$ cat src/rtl/seq_mag_compare.sv
// seq_mag_compare: multi-cycle cascadable magnitude comparator, MSB slice first.
// Define SIGNED_CMP_EN to add the SGN port for two's-complement compares.
module seq_mag_compare #(
   parameter int WIDTH = 32,
   parameter int CHUNK = 8
) (
   input  logic             clk,
   input  logic             reset,
   input  logic             start,
   input  logic [WIDTH-1:0] A,
   input  logic [WIDTH-1:0] B,
   input  logic             ALBI,
   input  logic             AEBI,
   input  logic             AGBI,
`ifdef SIGNED_CMP_EN
   input  logic             SGN,
`endif
   output logic             busy,
   output logic             done,
   output logic             ALBO,
   output logic             AEBO,
   output logic             AGBO
);

   localparam int NCHUNK = WIDTH / CHUNK;
   localparam int IW = (NCHUNK > 1) ? $clog2(NCHUNK) : 1;
   localparam logic [IW-1:0] TOP = IW'(NCHUNK - 1);

   typedef enum logic {IDLE, RUN} state_t;

   state_t                       state;
   logic [NCHUNK-1:0][CHUNK-1:0] a_q;
   logic [NCHUNK-1:0][CHUNK-1:0] b_q;
   logic [2:0]                   casc_q;
   logic [IW-1:0]                idx;
   logic [CHUNK-1:0]             a_s;
   logic [CHUNK-1:0]             b_s;
`ifdef SIGNED_CMP_EN
   logic                         sgn_q;
`endif

   always_comb begin
      a_s = a_q[idx];
      b_s = b_q[idx];
`ifdef SIGNED_CMP_EN
      // flipping the sign bit maps two's-complement order onto unsigned order
      if (sgn_q && idx == TOP) begin
         a_s[CHUNK-1] = ~a_s[CHUNK-1];
         b_s[CHUNK-1] = ~b_s[CHUNK-1];
      end
`endif
   end

   always_ff @(posedge clk or posedge reset) begin
      if (reset) begin
         state  <= IDLE;
         busy   <= 1'b0;
         done   <= 1'b0;
         ALBO   <= 1'b0;
         AEBO   <= 1'b0;
         AGBO   <= 1'b0;
         idx    <= TOP;
         a_q    <= '0;
         b_q    <= '0;
         casc_q <= '0;
`ifdef SIGNED_CMP_EN
         sgn_q  <= 1'b0;
`endif
      end else begin
         unique case (state)
            IDLE: begin
               done <= 1'b0;
               if (start) begin
                  a_q    <= A;
                  b_q    <= B;
                  casc_q <= {ALBI, AEBI, AGBI};
`ifdef SIGNED_CMP_EN
                  sgn_q  <= SGN;
`endif
                  {ALBO, AEBO, AGBO} <= 3'b000;
                  busy   <= 1'b1;
                  idx    <= TOP;
                  state  <= RUN;
               end
            end
            RUN: begin
               if (a_s > b_s)
                  {ALBO, AEBO, AGBO} <= 3'b001;
               else if (a_s < b_s)
                  {ALBO, AEBO, AGBO} <= 3'b100;
               else if (idx == '0)
                  {ALBO, AEBO, AGBO} <= casc_q;

               if (a_s != b_s || idx == '0) begin
                  busy  <= 1'b0;
                  done  <= 1'b1;
                  state <= IDLE;
               end else begin
                  idx <= idx - IW'(1);
               end
            end
            default: state <= IDLE;
         endcase
      end
   end

endmodule

$ cat config.mk
export PLATFORM = sky130hd
export DESIGN_NAME = seq_mag_compare
export DESIGN_NICKNAME = d
export VERILOG_FILES = /design/src/rtl/seq_mag_compare.sv
export SDC_FILE = /design/constraint.sdc
export NUM_CORES = 1
export LEC_CHECK = 0
export CAP_MARGIN = 0
export CORE_UTILIZATION = 35
export DETAILED_ROUTE_END_ITERATION = 8
export HOLD_SLACK_MARGIN = 0.05
export PLACE_DENSITY = 0.7
export SYNTH_ARGS = -nofsm -noshare
export SYNTH_HDL_FRONTEND = slang
export SYNTH_SLANG_ARGS = --single-unit
$ cat constraint.sdc
create_clock -name clk -period 2.7 [get_ports clk]
set_input_delay 0.27 -clock clk [delete_from_list [all_inputs] [get_ports clk]]
set_output_delay 0.27 -clock clk [all_outputs]
set_load 0.03 [all_outputs]
==> flow_summary.json, run 1 <==
{
  "status": "finished clean",
  "drc": 0,
  "gp_congestion": 0.850,
  "netlist_area_sq_um": 3530,
  "clock_path_buffers": 2,
  "worstReg2RegEnd": "AGBO",
  "dieArea_sq_um": 10500,
  "yosys_warnings": 0,
  "top_layer": "met4",
  "vias": 2144,
  "fp.dieH_um": 102,
  "synthCells": 225,
  "cts_inserted_buffers": 9,
  "critPathMaxFanout": 14,
  "cts-resized-gates": 0,
  "rsz0062_at_grt": "false",
  "async_reset_ff_share_pct": 100,
  "grt_util_all_layers_pct": 14.9,
  "drive_above_1_share_pct": 37.6,
  "die_w_um": 102,
  "setup_viol": 0,
  "viasPerCell": 4.83,
  "start_kind": "flop",
  "grt_antenna_before_repair": 0,
  "hold_viol": 0,
  "leakagePower_nw": 1.94,
  "placed_cell_area_sq_um": 4430,
  "hp-class": "in -> async",
  "io_pins": 75,
  "clkLatencyLatePin_ns": 0.35,
  "setup_tns_ns": 0,
  "clock_sinks": 75,
  "maxSlewHeadroom_pct": 47.9,
  "dpl.hpwl_mm": 5.20,
  "critical_path_class": "reg -> reg",
  "row_count": 36,
  "firstDrtPassIters": 4,
  "wl_met1_mm": 3.10,
  "yosysSeqAreaShare_pct": 53.2,
  "ys.flop_type": "dfrtp_1",
  "synthSimpleGateAreaFrac_pct": 3.22,
  "synth_compound_gate_area_share_pct": 3.65,
  "wl_per_cell_um": 15.9,
  "wl_met2_mm": 3.51,
  "synth_xor_area_share_pct": 0.248,
  "fill_cells": 880,
  "worstPathArrival_ns": 2.84,
  "nets": 385,
  "synthDistinctLibCells": 35,
  "io_buffer_count": 74,
  "fmax_mhz": 387,
  "powerDensity_nw_per_um2": 625,
  "wirelength_mm": 7.08,
  "synth_nets": 304,
  "synth.avg_cell_area_sq_um": 15.7,
  "core-area_sq_um": 9770,
  "grt_pass1_vias": 2265,
  "synth_edf_count": 0,
  "cts-root-buf": "clkbuf_8",
  "grt_pass1_wl_mm": 11.6,
  "fin_total_pwr_mw": 2.89,
  "max_cap_viol_count": 0,
  "r2r_start": "idx[0]",
  "antenna_cells": 0,
  "wl_met3_um": 328,
  "syn2layout_area_growth_pct": 30.9,
  "synth_fa_ha_area_share_pct": 3.19,
  "ff2ff_path_depth": 8,
  "synthMuxAreaShare_pct": 32.4,
  "antenna_left": 0,
  "slew_violations": 0,
  "cp-end-kind": "flop",
  "fin_crit_sh_pct": 95.7,
  "cp-startpoint": "idx[0]",
  "initial_core_util_pct": 36.1,
  "final_cells": 444,
  "period_minus_slack_ns": 2.58,
  "r2r_slack_ns": 0.12,
  "fin_skew_ns": 0.00933,
  "grt_max_degree": 46,
  "ys_ff_latch": 75,
  "cts_tree": "built",
  "htree_levels": 3,
  "drt_iter0_drc": 57,
  "ctsHoldBuffers": 0,
  "dp.cells": 428,
  "irDropWorstVdd_mv": 0.306,
  "design_area_sq_um": 4630,
  "worstMarginPinSlew_ns": 0.781,
  "path_clk_slew_ns": 0.08,
  "required_ns": 2.96,
  "synth_top_family_by_area": "multiplexers",
  "overflow": 0,
  "post_cts_buffers": 0
}
## synthesized netlist by cell type (all sizes together), types with 2 or more instances
library cell	number	share of area [%]
nand2	2	0.21
ha	9	3.2
a21oi	5	0.81
nor3	3	0.74
o311ai	2	0.50
a21o	3	0.67
nor2	3	0.32
nand4	3	1.1
inv	11	1.2
mux2	67	22
mux4	16	10
dfstp	2	1.5
buf	12	2.8
o21ai	3	0.42
dfrtp	73	52
## routing by layer
| layer | global-route usage (%) | vias up |
|---|---|---|
| li1 | - | 995 |
| met1 | 18.7 | 1074 |
| met2 | 24.2 | 65 |
| met3 | 3.97 | 10 |
| met4 | 6.70 | 0 |
| met5 | 0 | - |
## flip-flops by register name, indices dropped and copies added, names as in the netlist, 2 cells and up
register,count
a_q,32
idx,2
casc_q,3
b_q,32
## power by group
part / switching (mW) / internal, mW / leakage (nW)
combinational: 0.239 / 0.388 / 0.968
clock: 0.437 / 0.431 / 0.0881
sequential: 0.0996 / 1.29 / 0.880
## layout by cell type (no fill, tap or decap), types with 2 or more instances in the layout
cell             synthesis  final
a21o_1                   2      2
a21oi_1                  4      4
buf_4                    6      8
clkbuf_8                 0      9
clkdlybuf4s50_1          0     74
clkinvlp_4               0      4
dfrtp_1                 73     73
dfstp_2                  2      2
ha_1                     9      9
inv_1                   11     10
mux2_2                  59     59
mux2_4                   8      8
mux4_2                  16     16
nand2_1                  2      2
nor2_1                   3      3
nor3_1                   2      2
o21ai_0                  2      2
o311ai_1                 2      2
## stage by stage
step	util [%]	worst slack [ns]	hold slack (ns)
after floorplan	-	0.127	0.418
after global placement	45.3	0.194	0.467
after detailed placement	45.3	0.168	0.477
after CTS	47.3	0.152	0.387
after global routing	47.3	0.00774	0.453
final	47.3	0.117	0.373
## worst max path at each step
stage,slack [ns],depth (start not counted),to
global route,0.008,8,AGBO
global placement,0.19,8,AEBO
detailed placement,0.17,8,AGBO
floorplan,0.13,9,AGBO
finish,0.12,8,AGBO
CTS,0.15,8,AGBO
## logic make-up (layout without fill, tap and decap cells)
family                   count (synthesis)  after routing
multiplexers                            83             83
flip-flops                              75             75
buffers and inverters                   24            110
AO/OA/AOI/OAI                           18             18
AND/OR/NAND/NOR                         15             15
adder cells (fa/ha/maj)                  9              9
XOR/XNOR                                 1              1
## worst max-delay path, stage by stage, from the launching register on
cell and delay (ns):
dfstp_2 0.56, buf_12 0.17, mux4_2 0.52, ha_1 0.36, nand4_2 0.19, nor3_4 0.27
a21o_2 0.21, o311ai_1 0.11, o31ai_1 0.08
## final cells by class
class / instances / area [sq um] / area share [%]
clock buffers: 9 / 124 / 2.68
multi-input cells: 126 / 1520 / 32.8
flip-flops and latches: 75 / 1880 / 40.6
inverters: 11 / 42.5 / 0.919
well taps: 133 / 166 / 3.60
repair buffers: 83 / 821 / 17.7
clock inverters: 7 / 77.6 / 1.68
No activity file was read; power rests on OpenSTA's default activity.
==> run 2, diff against run 1 <==
- CTS_CLUSTER_DIAMETER: default -> 100
==> results of run 2 <==
Final layout, timing and power as in run 1 (identical DEF).
